[src/rtl/sobel_stream_pipe.sv]
// sobel_stream_pipe
//   Streaming 3x3 Sobel edge stage. Pixels arrive in raster order on a
//   valid/ready port with a start-of-frame marker. Two line buffers plus a
//   3x3 window register build the neighbourhood. Every interior pixel
//   produces one result: saturated |Gx|+|Gy|, a binary threshold, |Gx| or |Gy|.
//   Pipeline: window -> Gx/Gy -> result. A single advance enable stalls
//   every stage together, so backpressure never drops or repeats a result.
// Ports
//   clk, rst          clock, synchronous active-high reset
//   s_valid/s_ready   input handshake; s_data pixel; s_sof first pixel of frame
//   cfg_mode          0=mag 1=threshold 2=|Gx| 3=|Gy|, latched on accepted s_sof
//   cfg_thresh        threshold for mode 1, latched on accepted s_sof
//   m_valid/m_ready   output handshake; m_data result; m_sof/m_eol markers
//   frame_done        pulse after the last result of a frame is accepted
//   resync_err        pulse after an s_sof accepted away from position (0,0)
module sobel_stream_pipe #(
    parameter int DATA_W = 8,
    parameter int IMG_W  = 64,
    parameter int IMG_H  = 48
) (
    input  logic              clk,
    input  logic              rst,
    input  logic              s_valid,
    output logic              s_ready,
    input  logic [DATA_W-1:0] s_data,
    input  logic              s_sof,
    input  logic [1:0]        cfg_mode,
    input  logic [DATA_W+2:0] cfg_thresh,
    output logic              m_valid,
    input  logic              m_ready,
    output logic [DATA_W-1:0] m_data,
    output logic              m_sof,
    output logic              m_eol,
    output logic              frame_done,
    output logic              resync_err
);
    localparam int GW     = DATA_W + 3;
    localparam int CW     = $clog2(IMG_W);
    localparam int RW     = $clog2(IMG_H);
    localparam int STAGES = 3;
    localparam logic [CW-1:0]     COL_LAST = CW'(IMG_W - 1);
    localparam logic [RW-1:0]     ROW_LAST = RW'(IMG_H - 1);
    localparam logic [DATA_W-1:0] PIX_MAX  = '1;

    logic              adv, accept, win_ok;
    logic [CW-1:0]     col, col_cur;
    logic [RW-1:0]     row, row_cur;
    logic [1:0]        mode_q, mode_cur, mode_s1, mode_s2;
    logic [GW-1:0]     thresh_q, thresh_cur, thr_s1, thr_s2;

    logic [DATA_W-1:0] lb1 [IMG_W];   // row r-1
    logic [DATA_W-1:0] lb2 [IMG_W];   // row r-2
    logic [DATA_W-1:0] w [3][3];      // w[row][col], row 0 oldest, col 0 leftmost

    logic [STAGES:1]   vld_pipe;
    logic [2:1]        sof_pipe, eol_pipe, last_pipe;
    logic              last_q;
    logic signed [GW-1:0] gx, gy, gx_c, gy_c;
    logic [GW-1:0]     ax, ay, mag;
    logic [DATA_W-1:0] result;

    // Everything moves together: a full output register that is not being
    // taken freezes the whole pipe, including the input.
    assign adv     = !m_valid || m_ready;
    assign s_ready = adv;
    assign accept  = s_valid && adv;
    assign m_valid = vld_pipe[STAGES];

    // An accepted sof overrides the counters and the config latch for this pixel.
    assign col_cur    = s_sof ? '0 : col;
    assign row_cur    = s_sof ? '0 : row;
    assign mode_cur   = s_sof ? cfg_mode   : mode_q;
    assign thresh_cur = s_sof ? cfg_thresh : thresh_q;
    assign win_ok     = (row_cur >= RW'(2)) && (col_cur >= CW'(2));

    always_ff @(posedge clk) begin
        if (rst) begin
            col        <= '0;
            row        <= '0;
            mode_q     <= '0;
            thresh_q   <= '0;
            resync_err <= 1'b0;
        end else begin
            resync_err <= accept && s_sof && ((col != '0) || (row != '0));
            if (accept) begin
                if (s_sof) begin
                    mode_q   <= cfg_mode;
                    thresh_q <= cfg_thresh;
                end
                if (col_cur == COL_LAST) begin
                    col <= '0;
                    row <= (row_cur == ROW_LAST) ? '0 : row_cur + 1'b1;
                end else begin
                    col <= col_cur + 1'b1;
                    row <= row_cur;
                end
            end
        end
    end

    // Line buffers and window hold data only; validity lives in vld_pipe.
    always_ff @(posedge clk) begin
        if (accept) begin
            lb1[col_cur] <= s_data;
            lb2[col_cur] <= lb1[col_cur];
            for (int r = 0; r < 3; r++) begin
                w[r][0] <= w[r][1];
                w[r][1] <= w[r][2];
            end
            w[0][2] <= lb2[col_cur];
            w[1][2] <= lb1[col_cur];
            w[2][2] <= s_data;
        end
    end

    function automatic logic [GW-1:0] tap3(input logic [DATA_W-1:0] a,
                                           input logic [DATA_W-1:0] b,
                                           input logic [DATA_W-1:0] c);
        return GW'(a) + (GW'(b) << 1) + GW'(c);
    endfunction

    assign gx_c = signed'(tap3(w[0][2], w[1][2], w[2][2]) - tap3(w[0][0], w[1][0], w[2][0]));
    assign gy_c = signed'(tap3(w[2][0], w[2][1], w[2][2]) - tap3(w[0][0], w[0][1], w[0][2]));

    assign ax  = gx[GW-1] ? $unsigned(-gx) : $unsigned(gx);
    assign ay  = gy[GW-1] ? $unsigned(-gy) : $unsigned(gy);
    assign mag = ax + ay;   // max 8*(2^DATA_W-1), fits GW bits

    function automatic logic [DATA_W-1:0] sat(input logic [GW-1:0] v);
        return (v > GW'(PIX_MAX)) ? PIX_MAX : v[DATA_W-1:0];
    endfunction

    always_comb begin
        result = '0;
        case (mode_s2)
            2'd0:    result = sat(mag);
            2'd1:    result = (mag >= thr_s2) ? PIX_MAX : '0;
            2'd2:    result = sat(ax);
            default: result = sat(ay);
        endcase
    end

    // Config travels with each result so a new frame's sof cannot retag
    // results of the previous frame still in flight.
    always_ff @(posedge clk) begin
        if (adv) begin
            if (accept) begin
                mode_s1 <= mode_cur;
                thr_s1  <= thresh_cur;
            end
            if (vld_pipe[1]) begin
                gx      <= gx_c;
                gy      <= gy_c;
                mode_s2 <= mode_s1;
                thr_s2  <= thr_s1;
            end
        end
    end

    always_ff @(posedge clk) begin
        if (rst) begin
            vld_pipe   <= '0;
            sof_pipe   <= '0;
            eol_pipe   <= '0;
            last_pipe  <= '0;
            last_q     <= 1'b0;
            m_data     <= '0;
            m_sof      <= 1'b0;
            m_eol      <= 1'b0;
            frame_done <= 1'b0;
        end else begin
            frame_done <= m_valid && m_ready && last_q;
            if (adv) begin
                vld_pipe[1]  <= accept && win_ok;
                sof_pipe[1]  <= (row_cur == RW'(2)) && (col_cur == CW'(2));
                eol_pipe[1]  <= col_cur == COL_LAST;
                last_pipe[1] <= (col_cur == COL_LAST) && (row_cur == ROW_LAST);
                vld_pipe[2]  <= vld_pipe[1];
                sof_pipe[2]  <= sof_pipe[1];
                eol_pipe[2]  <= eol_pipe[1];
                last_pipe[2] <= last_pipe[1];
                vld_pipe[3]  <= vld_pipe[2];
                m_sof        <= vld_pipe[2] && sof_pipe[2];
                m_eol        <= vld_pipe[2] && eol_pipe[2];
                last_q       <= vld_pipe[2] && last_pipe[2];
                if (vld_pipe[2])
                    m_data <= result;
            end
        end
    end
endmodule

[config.mk]
export PLATFORM = sky130hd
export DESIGN_NAME = sobel_stream_pipe
export DESIGN_NICKNAME = d
export VERILOG_FILES = /design/src/rtl/sobel_stream_pipe.sv
export SDC_FILE = /design/constraint.sdc
export NUM_CORES = 2
export LEC_CHECK = 0
export CORE_ASPECT_RATIO = 0.8
export CORE_MARGIN = 1.5
export CORE_UTILIZATION = 62
export CTS_BUF_LIST = sky130_fd_sc_hd__clkbuf_16
export CTS_CLUSTER_DIAMETER = 50
export DETAILED_ROUTE_END_ITERATION = 16
export PLACE_DENSITY = 0.82
export RECOVER_POWER = 50
export SLEW_MARGIN = 40
export SYNTH_ARGS = -nofsm -noshare
export SYNTH_HDL_FRONTEND = slang
export SYNTH_SLANG_ARGS = --single-unit
[constraint.sdc]
create_clock -name clk -period 8.5 [get_ports clk]
set_input_delay 1.7 -clock clk [delete_from_list [all_inputs] [get_ports clk]]
set_output_delay 1.7 -clock clk [all_outputs]
set_load 0.05 [all_outputs]
==> impl_metrics.toml <==
[synthesis]
yosysMostFrequentCell = "edfxtp_1"
synthTopCellsByCount = "edfxtp_1 (1144), nand2_1 (169), a21oi_1 (144)"
synth_edf_count = 1144
synth_fp_nets = 3066
synth_top_area_share_pct = 71.6
syn_avg_cell_area_um2 = 16.4
synthCells = 2930
async_flop_share_pct = 0
yosys_warnings = 0
synth_top_area_cell = "edfxtp_1"
synth_cell_types = 84
ys_ff_latch = 1191
synth_ff_type = "edfxtp_1"
synth_area_leaders = "edfxtp_1 (72%), mux2i_1 (3.0%), fa_1 (2.6%)"
netlist_area_um2 = 48000
ys_seq_area_share_pct = 73.6

[placed_design]
gp_congestion = 0.994
dp_hpwl_um = 81800
portBuffers = 39
placed_area_um2 = 50300
dp_cells = 3976

[routing]
antenna_left = 0
first_pass_iters = 9
drc = 0
drt_iter0_drc = 5820
routedWlPerCell_um = 33.1
wl_um = 139000
vias = 29660
viasPerCell = 7.07

[clocking]
post_cts_resize_count = 0
clkTransAtPathRegs_ps = 60
cts-buffers-inserted = 110
cts_setup_buffers = 0
root_buffer = "clkbuf_16"
cts_sinks = 1191
cts_buffer_depth = 3
cts_hold_buf = 0
cts_tree = "yes"
htree_levels = 3
clock_latency_ps = 710

[grt]
antenna_found_initial = 3
grt-ovfl-total = 0
grt_max_degree = 100
grt_usage_pct = 35.5
grt_pass1_wl_um = 199000
grt_pass1_vias = 28607

[power_and_ir_drop]
leakage_nw = 17.8
ir_worst_vdd_mv = 0.238
powerDensity_nw_per_um2 = 237

[floorplan]
dieArea_um2 = 79100
dieWidth_um = 314
core_area_um2 = 76900
dieHeight_um = 252
rows = 91
ios = 40
start_util_pct = 62.4

[sta]
report.final.slew_viol_count = 941
rsz0062_at_grt = "false"
slew_headroom_pct = -143
fin_skew_ps = 34.9
fin_tns_setup_ps = 0
hold_viol = 0
finalSetupViolCount = 0
tightestPinTransition_ps = 3650
fin_crit_ps = 7140
fin_crit_sh_pct = 83.9
timing.fmax_mhz = 140

[cells_and_area]
multiInputGateArea_um2 = 11800
final-seq-area_um2 = 35300
fin_area_um2 = 53700
area_growth_pct = 12.0
layout-drive-gt1-share_pct = 13.4
fill_cells = 4753
nets = 3208
fin_cells = 4195

[setup_path]
worstSetupPathType = "input port to flip-flop"
cp-end-kind = "flip-flop"
critPathLaunchType = "input port"
r2r_cells = 19
ff2ff_setup_slack_ps = 3140
crit_arrival_ps = 7420
required_ps = 8790
crit_fanout = 48

[worst_hold_path]
hold_class = "flip-flop to flip-flop"
hold_depth = 0

[outcome]
status = "finished, violations left"
violations = "max-capacitance violations, max-slew violations"

[flow_run]
cap_violations = 33
==> report_power, final <==
group,total (mW),internal [mW],leakage (nW),switching [mW]
Combinational,1.21,0.449,5.16,0.758
Clock,4.90,2.72,1.85,2.17
Sequential,6.63,6.60,10.8,0.0373
==> layout by cell type (no fill, tap or decap), types with 9 or more instances in the layout <==
master	n
a211oi_1	38
a21oi_1	139
a221o_1	11
a221oi_1	29
a222oi_1	59
a22oi_1	87
a311oi_1	10
a31oi_1	39
buf_2	13
buf_4	88
bufinv_16	11
clkbuf_1	45
clkbuf_16	111
clkdlybuf4s50_1	15
clkinv_1	30
clkinv_2	22
dfxtp_1	44
dlygate4sd3_1	15
edfxtp_1	1144
fa_1	63
ha_1	47
inv_1	142
mux2_1	11
mux2_2	66
mux2i_1	142
mux4_2	34
nand2_1	168
nand2b_1	15
nand3_1	29
nor2_1	112
nor2b_1	19
nor3_1	17
nor4_1	10
o21ai_0	76
o21bai_1	9
o221ai_1	9
o22ai_1	55
xnor2_1	22
xor2_1	16
==> worst paths after layout <==
| path | to | start |
|---|---|---|
| worst max register to register | m_data[7]$_SDFFE_PP0P_ | gy[0]$_DFFE_PP_ |
| worst min register to register | w[0][44]$_DFFE_PP_ | w[0][36]$_DFFE_PP_ |
| worst max-delay path | lb2[0][3]$_DFFE_PP_ | s_sof |
| worst min-delay path | w[0][44]$_DFFE_PP_ | w[0][36]$_DFFE_PP_ |
==> worst max-delay path, cell delays in order <==
cell	delay (ps)
buf_2	80
clkbuf_1	1710
nand2b_1	720
clkbuf_1	910
nand2_1	270
clkbuf_1	580
nor2_1	240
clkbuf_1	1160
==> per-layer routing <==
layer	up-vias	global-route usage [%]	share of wire (%)
met5	-	0	0.035
li1	11830	-	-
met4	4	15.5	5.4
met1	14588	50.0	35
met3	497	14.3	18
met2	2741	49.1	42
==> cells by family after synthesis <==
kind of cell | synth area share, %
flops | 73.6
compound gates | 9.19
simple gates | 4.02
buf+inv | 2.17
mux | 6.36
fa+ha+maj | 3.94
xor+xnor | 0.761
==> final cells by class <==
type | count | share of cell area [%]
Timing Repair Buffer | 182 | 2.38
Clock inverter | 97 | 1.51
Sequential cell | 1191 | 65.7
Clock buffer | 111 | 5.17
Antenna cell | 4 | 0.0186
Tap cell | 1023 | 2.38
Inverter | 125 | 0.878
Multi-Input combinational cell | 1462 | 22.0
==> metrics by stage <==
step	utilization (%)	hold WS (ps)	power, mW	setup slack [ps]
CTS	70.1	419	12.7	2830
global placement	65.3	403	7.87	2400
finish	69.9	420	12.7	1360
global route	69.9	423	13.1	1310
floorplan	-	400	7.53	2050
detailed placement	65.4	406	7.93	2290
==> sequential cells by signal, indices dropped and copies added (netlist names), 3 cells and up <==
name      count
lb1         512
lb2         512
w            72
gx           11
gy           11
thr_s1       11
thr_s2       11
thresh_q     11
m_data        8
col           6
row           6
vld_pipe      3
(Power assumes the default switching activity.)
